<file path="src/rtl/regfile_sequencer.sv">
// regfile_sequencer: multi-cycle control FSM for a 9-bit, single-issue datapath.
// It fetches one instruction over a valid/ready handshake, steps it through
// decode / register read / execute / memory / writeback, and drives the
// register-file, ALU and data-memory controls plus PC increment/branch pulses.
// Memory accesses have variable latency and are bounded by a timeout that
// parks the sequencer in a sticky error state.
module regfile_sequencer #(
  parameter int unsigned MEM_TIMEOUT = 15,  // MEM cycles without memAck before ERR (>=1)
  parameter int unsigned CNT_W       = 16   // width of the active-cycle counter
) (
  input  logic             clock,
  input  logic             resetN,
  input  logic             start,
  input  logic             instrValid,
  input  logic [8:0]       instruction,
  output logic             instrReady,
  input  logic             zeroFlag,
  input  logic             memAck,
  output logic [2:0]       readRegister1,
  output logic [2:0]       readRegister2,
  output logic             immediate,
  output logic             regWrite,
  output logic [1:0]       aluOp,
  output logic             wbSel,
  output logic             memReq,
  output logic             memWrite,
  output logic             pcInc,
  output logic             pcBranch,
  output logic             halted,
  output logic             error,
  output logic [CNT_W-1:0] cycleCount
);

  typedef enum logic [3:0] {
    S_IDLE,
    S_FETCH,
    S_DECODE,
    S_READ,
    S_EXEC,
    S_MEM,
    S_WB,
    S_HALT,
    S_ERR
  } state_e;

  typedef enum logic [2:0] {
    OP_ADD   = 3'b000,
    OP_SUB   = 3'b001,
    OP_AND   = 3'b010,
    OP_MOVI  = 3'b011,
    OP_LOAD  = 3'b100,
    OP_STORE = 3'b101,
    OP_BRZ   = 3'b110,
    OP_HALT  = 3'b111
  } opcode_e;

  // The timer only ever holds 0 .. MEM_TIMEOUT-1; keep at least one bit so a
  // timeout of 1 still elaborates.
  localparam int unsigned TIMER_W = (MEM_TIMEOUT > 1) ? $clog2(MEM_TIMEOUT) : 1;
  localparam logic [TIMER_W-1:0] TIMER_LAST = TIMER_W'(MEM_TIMEOUT - 1);

  state_e             state_q, state_d;
  logic [8:0]         ir_q, ir_d;
  logic [TIMER_W-1:0] timer_q, timer_d;
  logic [CNT_W-1:0]   cnt_q, cnt_d;

  // Instruction register fields.
  opcode_e    op;
  logic [2:0] rd;
  logic [2:0] rs;
  logic       is_alu;

  assign op     = opcode_e'(ir_q[8:6]);
  assign rd     = ir_q[5:3];
  assign rs     = ir_q[2:0];
  assign is_alu = (ir_q[8] == 1'b0);  // ADD, SUB, AND, MOVI share op[2]=0

  // State, instruction, timer and counter registers.
  // NOTE: sequential state uses non-blocking assignments so every register
  // samples the pre-edge value of the others, independent of statement order.
  always_ff @(posedge clock or negedge resetN) begin
    if (!resetN) begin
      state_q <= S_IDLE;
      ir_q    <= '0;
      timer_q <= '0;
      cnt_q   <= '0;
    end else begin
      state_q <= state_d;
      ir_q    <= ir_d;
      timer_q <= timer_d;
      cnt_q   <= cnt_d;
    end
  end

  // Next-state, IR/timer update and all control outputs from state and IR.
  // NOTE: every signal driven here gets a default first, so no path through
  // the case statement can leave one unassigned and infer a latch.
  always_comb begin
    state_d       = state_q;
    ir_d          = ir_q;
    timer_d       = timer_q;
    instrReady    = 1'b0;
    readRegister1 = 3'd0;
    readRegister2 = 3'd0;
    immediate     = 1'b0;
    regWrite      = 1'b0;
    aluOp         = 2'b00;
    wbSel         = 1'b0;
    memReq        = 1'b0;
    memWrite      = 1'b0;
    pcInc         = 1'b0;
    pcBranch      = 1'b0;
    halted        = 1'b0;
    error         = 1'b0;

    unique case (state_q)
      S_IDLE: begin
        if (start) begin
          state_d = S_FETCH;
        end
      end

      S_FETCH: begin
        instrReady = 1'b1;
        if (instrValid) begin
          ir_d    = instruction;
          state_d = S_DECODE;
        end
      end

      S_DECODE: begin
        readRegister1 = rd;
        readRegister2 = rs;
        immediate     = (op == OP_MOVI);
        state_d       = (op == OP_HALT) ? S_HALT : S_READ;
      end

      // The register file read is registered: addresses are held one more
      // cycle so the operands are stable when EXEC uses them.
      S_READ: begin
        readRegister1 = rd;
        readRegister2 = rs;
        immediate     = (op == OP_MOVI);
        state_d       = S_EXEC;
      end

      S_EXEC: begin
        readRegister1 = rd;
        readRegister2 = rs;
        immediate     = (op == OP_MOVI);
        if (is_alu) begin
          aluOp   = ir_q[7:6];
          state_d = S_WB;
        end else if (op == OP_LOAD || op == OP_STORE) begin
          timer_d = '0;
          state_d = S_MEM;
        end else if (op == OP_BRZ) begin
          pcBranch = zeroFlag;
          pcInc    = ~zeroFlag;
          state_d  = S_FETCH;
        end
      end

      // memAck takes priority over the timeout when both land together.
      S_MEM: begin
        memReq        = 1'b1;
        memWrite      = (op == OP_STORE);
        readRegister1 = rd;
        readRegister2 = rs;
        if (memAck) begin
          if (op == OP_STORE) begin
            pcInc   = 1'b1;
            state_d = S_FETCH;
          end else begin
            state_d = S_WB;
          end
        end else begin
          timer_d = timer_q + TIMER_W'(1);
          if (timer_q == TIMER_LAST) begin
            state_d = S_ERR;
          end
        end
      end

      S_WB: begin
        regWrite      = 1'b1;
        readRegister1 = rd;
        wbSel         = (op == OP_LOAD);
        pcInc         = 1'b1;
        state_d       = S_FETCH;
      end

      S_HALT: begin
        halted = 1'b1;
      end

      S_ERR: begin
        error = 1'b1;
      end

      default: begin
        state_d = S_IDLE;
      end
    endcase
  end

  // Active-cycle counter: runs in the working states and saturates at all-ones.
  always_comb begin
    cnt_d = cnt_q;
    if ((state_q inside {S_FETCH, S_DECODE, S_READ, S_EXEC, S_MEM, S_WB}) &&
        (cnt_q != {CNT_W{1'b1}})) begin
      cnt_d = cnt_q + CNT_W'(1);
    end
  end

  assign cycleCount = cnt_q;

endmodule

</file>
<file path="config.mk">
export PLATFORM = sky130hd
export DESIGN_NAME = regfile_sequencer
export DESIGN_NICKNAME = d
export VERILOG_FILES = /design/src/rtl/regfile_sequencer.sv
export SDC_FILE = /design/constraint.sdc
export NUM_CORES = 1
export LEC_CHECK = 0
export BUFFER_PORTS_ARGS = -buffer_cell sky130_fd_sc_hd__buf_2
export CAP_MARGIN = 15
export CORE_UTILIZATION = 35
export CTS_CLUSTER_SIZE = 8
export DETAILED_ROUTE_END_ITERATION = 10
export GPL_TIMING_DRIVEN = 1
export PLACE_DENSITY = 0.61
export SLEW_MARGIN = 20
export SYNTH_ARGS = -nofsm -noshare
export SYNTH_HDL_FRONTEND = slang
export SYNTH_SLANG_ARGS = --single-unit
</file>
<file path="constraint.sdc">
create_clock -name clock -period 2.3 [get_ports clock]
set_input_delay 0.115 -clock clock [delete_from_list [all_inputs] [get_ports clock]]
set_output_delay 0.115 -clock clock [all_outputs]
set_load 0.02 [all_outputs]
</file>
==> impl_results.md <==
- Core area: 5240 µm²
- Worst-path maximum fanout: 14
- First-pass GRT wire length: roughly 7.3 mm
- All-Layer GR Usage: 15.5%
- Top sig layer: met4
- Critical path type: reg2out
- DIE WIDTH: ~77 µm
- Clk_lat worst skew: roughly 0.28 ns
- DRC: 0
- Clock share of power: 14.6%
- Origin of the worst min-delay path: instruction[5]
- Slew Viols, Final: 0
- Syn. warnings: 0
- Total power: roughly 2.9 mW
- RSZ-0062 raised after global routing: no
- Ys async rst share: 100%
- Crit-path max cell delay: between 0.5 and 0.6 ns
- Post-synthesis sequential area ratio: a little over two fifths
- H-tree depth: 2
- Worst-path clk slew: 0.07 ns
- Mapped cell area: a little under 2000 µm²
- EDFF count, synth: 0
- Drt total wl: ~4.1 mm
- Sequential power share: 37.2%
- Worst r2r src: state_q[2]$_DFFE_PN0P_
- Worst reg2reg setup slack: between 0.3 and 0.4 ns
- Crit start category: flop
- Internal cell power: 1.66 mW
- Worst-case clock buffer depth: 2
- Cts bufs inserted: 5
- Crit path cell chain: or4bb_1 > buf_4 > inv_1 > and2_1 > a21oi_1 > o21ai_0 > buf_2
- Average wire per standard cell: about 13 µm
- # diodes: 0
- Grt ovf: 0
- Met2 wire length: just under 2 mm
- Endpoints failing setup: 0
- Layout cells sized above 1: between 30 and 40%
- Clock Skews: about 0.0037 ns
- Leak: 1.12 nW
- Sw Pwr: between 1 and 1.5 mW
- Slew @ Worst Pin: 0.737 ns
- Vias per cell: between 5 and 6
- Maximum vdd drop: 631 µV
- Pwr/cell area: between 1000 and 1500 nW/µm²
- #FFs+latches synth: 33
- Critical path launch point: state_q[3]$_DFFE_PN0P_
- TNS Setup: 0 ns
- Outcome: completed
- DR pass1 iterations: 4
- Combinational share of power: slightly below 50%
- 1st-iter DRT viols: 43
- Most used DFF post-synth: dfrtp_1
- Mean Syn Cell Area: slightly above 10 µm²
- Worst Hold Class: in2reg
- # rows: 26
- Switching portion of total power: 42.3%
- Final net count: 261
- Fin. Hold Viols: 0
- Setup crit end kind: output port
- CTS tree: built
- Antenna Nets Post-Route: 0
- Worst hold margin: approximately 0.060 ns
- CP required: roughly 2.2 ns
- DR vias: 1621
- Top Ports: 49
- Syn Inst Count: between 150 and 200
- RD Place Congestion: 0.808
- Max Freq: ~470 MHz
- Die area: ~5900 µm²
- Register Area: roughly 830 µm²
- Final Cycle Share: between 90 and 100%
- Syn_nets: between 200 and 250
- I/O Buffers: 48
- Clk sinks: 33
- Yosys cell types: 55
- DP HPWL: a little over 3 mm
- Root Buffer: clkbuf_8
- Worst path slowest cell: or4bb_1
- Met1 wire length: roughly 2 mm
- Largest net degree at the start of global routing: 34
- Initial antenna violation count: 0
- Relative slew slack: 50.8%
- Area of the multi-input gates: 1050 µm²
- Max_cap viols: 0
- Post-CTS Setup Bufs: 0
- Filler cells: 519
- Data arrival, critical path: about 2.0 ns
- Vias in the first global route: about 1500
- Routed met3 length: around 130 µm
- Area Growth Syn to Fin: 22.9%
- Final critical-path required period: about 2.1 ns
- Starting Density: between 30% and 40%
- Chip height: approximately 77 µm
## synthesized netlist by cell type (2+ instances only)
library cell	n	area share [%]
nand4b_1	2	0.90
nor2_1	11	2.1
inv_1	4	0.77
nand3_1	9	2.3
nor2b_1	2	0.64
and2_1	8	2.6
nor3_1	5	1.3
a21oi_1	10	2.6
nor4b_2	2	1.5
nand4_1	4	1.3
xor2_1	8	3.6
dfrtp_1	33	42
and4_1	2	0.90
ha_1	3	1.9
nand2_1	10	1.9
buf_2	5	1.3
mux2i_1	2	1.0
xnor2_1	9	4.1
nor3b_1	2	0.77
clkbuf_1	4	0.77
nor4_1	2	0.64
nor4b_1	4	1.8
nand2b_1	3	0.97
nand3b_1	2	0.77
a211oi_2	3	1.9
mux2_2	10	5.8
## kinds of logic after synthesis
kind of cell | after synthesis | share of synthesized area [%]
simple gates | 80 | 26.7
flops | 33 | 42.5
compound gates | 28 | 10.8
xor+xnor | 17 | 7.66
buf+inv | 15 | 3.61
mux | 12 | 6.83
fa+ha+maj | 3 | 1.93
## registers in the layout, indices dropped and copies added, names as in the netlist
signal / count
state_q: 4
ir_q: 9
cycleCount: 16
timer_q: 4
## metrics by stage
| step | cells | util [%] | cell area [µm²] | setup slack (ns) |
|---|---|---|---|---|
| 3_5_place_dp | 305 | 43.7 | 2290 | 0.303 |
| 5_1_grt | 314 | 45.6 | 2390 | 0.0117 |
| 3_3_place_gp | 305 | 43.7 | 2290 | 0.334 |
| 2_1_floorplan | 188 | - | 1940 | 0.0713 |
| 6_report | 314 | 45.6 | 2390 | 0.168 |
| 4_1_cts | 314 | 45.5 | 2380 | 0.0744 |
## cells in the final DEF, fill, tap and decap left out, types with 2 or more instances in the layout
cell / count
dfrtp_1: 29
nor3b_1: 2
nand2_1: 10
xor2_1: 8
nand4_1: 4
a211oi_2: 3
inv_1: 4
clkinv_2: 2
xnor2_1: 9
nand2b_1: 3
nand3_1: 9
nor2b_1: 2
mux2_2: 10
ha_1: 3
dfrtp_2: 4
buf_2: 48
clkbuf_8: 5
buf_4: 10
and4_1: 2
nor3_1: 5
mux2i_1: 2
a21oi_1: 10
nor4b_2: 2
nand4b_1: 2
nand3b_1: 2
nor2_1: 11
nor4_1: 2
nor4b_1: 4
and2_1: 8
## final cells by class
cell class	instances	share of cell area, %
Clock buffer	6	3.04
Tap cell	70	3.67
Timing Repair Buffer	59	13.6
Multi-Input combinational cell	140	43.8
Clock inverter	2	0.419
Sequential cell	33	34.8
Inverter	4	0.629
## critical path, delay by kind of cell (launching register included)
| family | cells | cell delay (ns) |
|---|---|---|
| AND/OR/NAND/NOR | 2 | 0.67 |
| flip-flops | 1 | 0.50 |
| buffers and inverters | 3 | 0.44 |
| AO/OA/AOI/OAI | 2 | 0.12 |
## worst paths after layout
kind	endpoint	depth (start not counted)
setup / recovery	pcInc	7
hold / removal	ir_q[5]$_DFFE_PN0P_	2
setup reg to reg	cycleCount[11]$_DFFE_PN0P_	4
hold reg to reg	ir_q[4]$_DFFE_PN0P_	1
max in group asynchronous	state_q[3]$_DFFE_PN0P_	2
min in group asynchronous	ir_q[0]$_DFFE_PN0P_	2
## per-layer routing
metal | global-route usage, % | up-vias
met5 | 0 | -
met4 | 5.77 | 0
met3 | 2.51 | 6
met2 | 24.3 | 33
met1 | 21.2 | 783
li1 | - | 799
## timing repair
| action | CTS | global route |
|---|---|---|
| setup endpoints to repair | 0 | 1 |
| resized for setup | 0 | 4 |
| hold endpoints to repair | 33 | 0 |
| hold buffers | 1 | 0 |
## power by group through the flow
stage | combinational (mW) | sequential (mW) | clock, mW
after global routing | 1.53 | 1.11 | 0.457
after floorplan | 1.05 | 1.01 | 0
final | 1.38 | 1.07 | 0.420
after CTS | 1.40 | 1.06 | 0.440
after detailed placement | 1.39 | 1.07 | 0
after global placement | 1.38 | 1.06 | 0
Power figures use the tool's default switching activity.
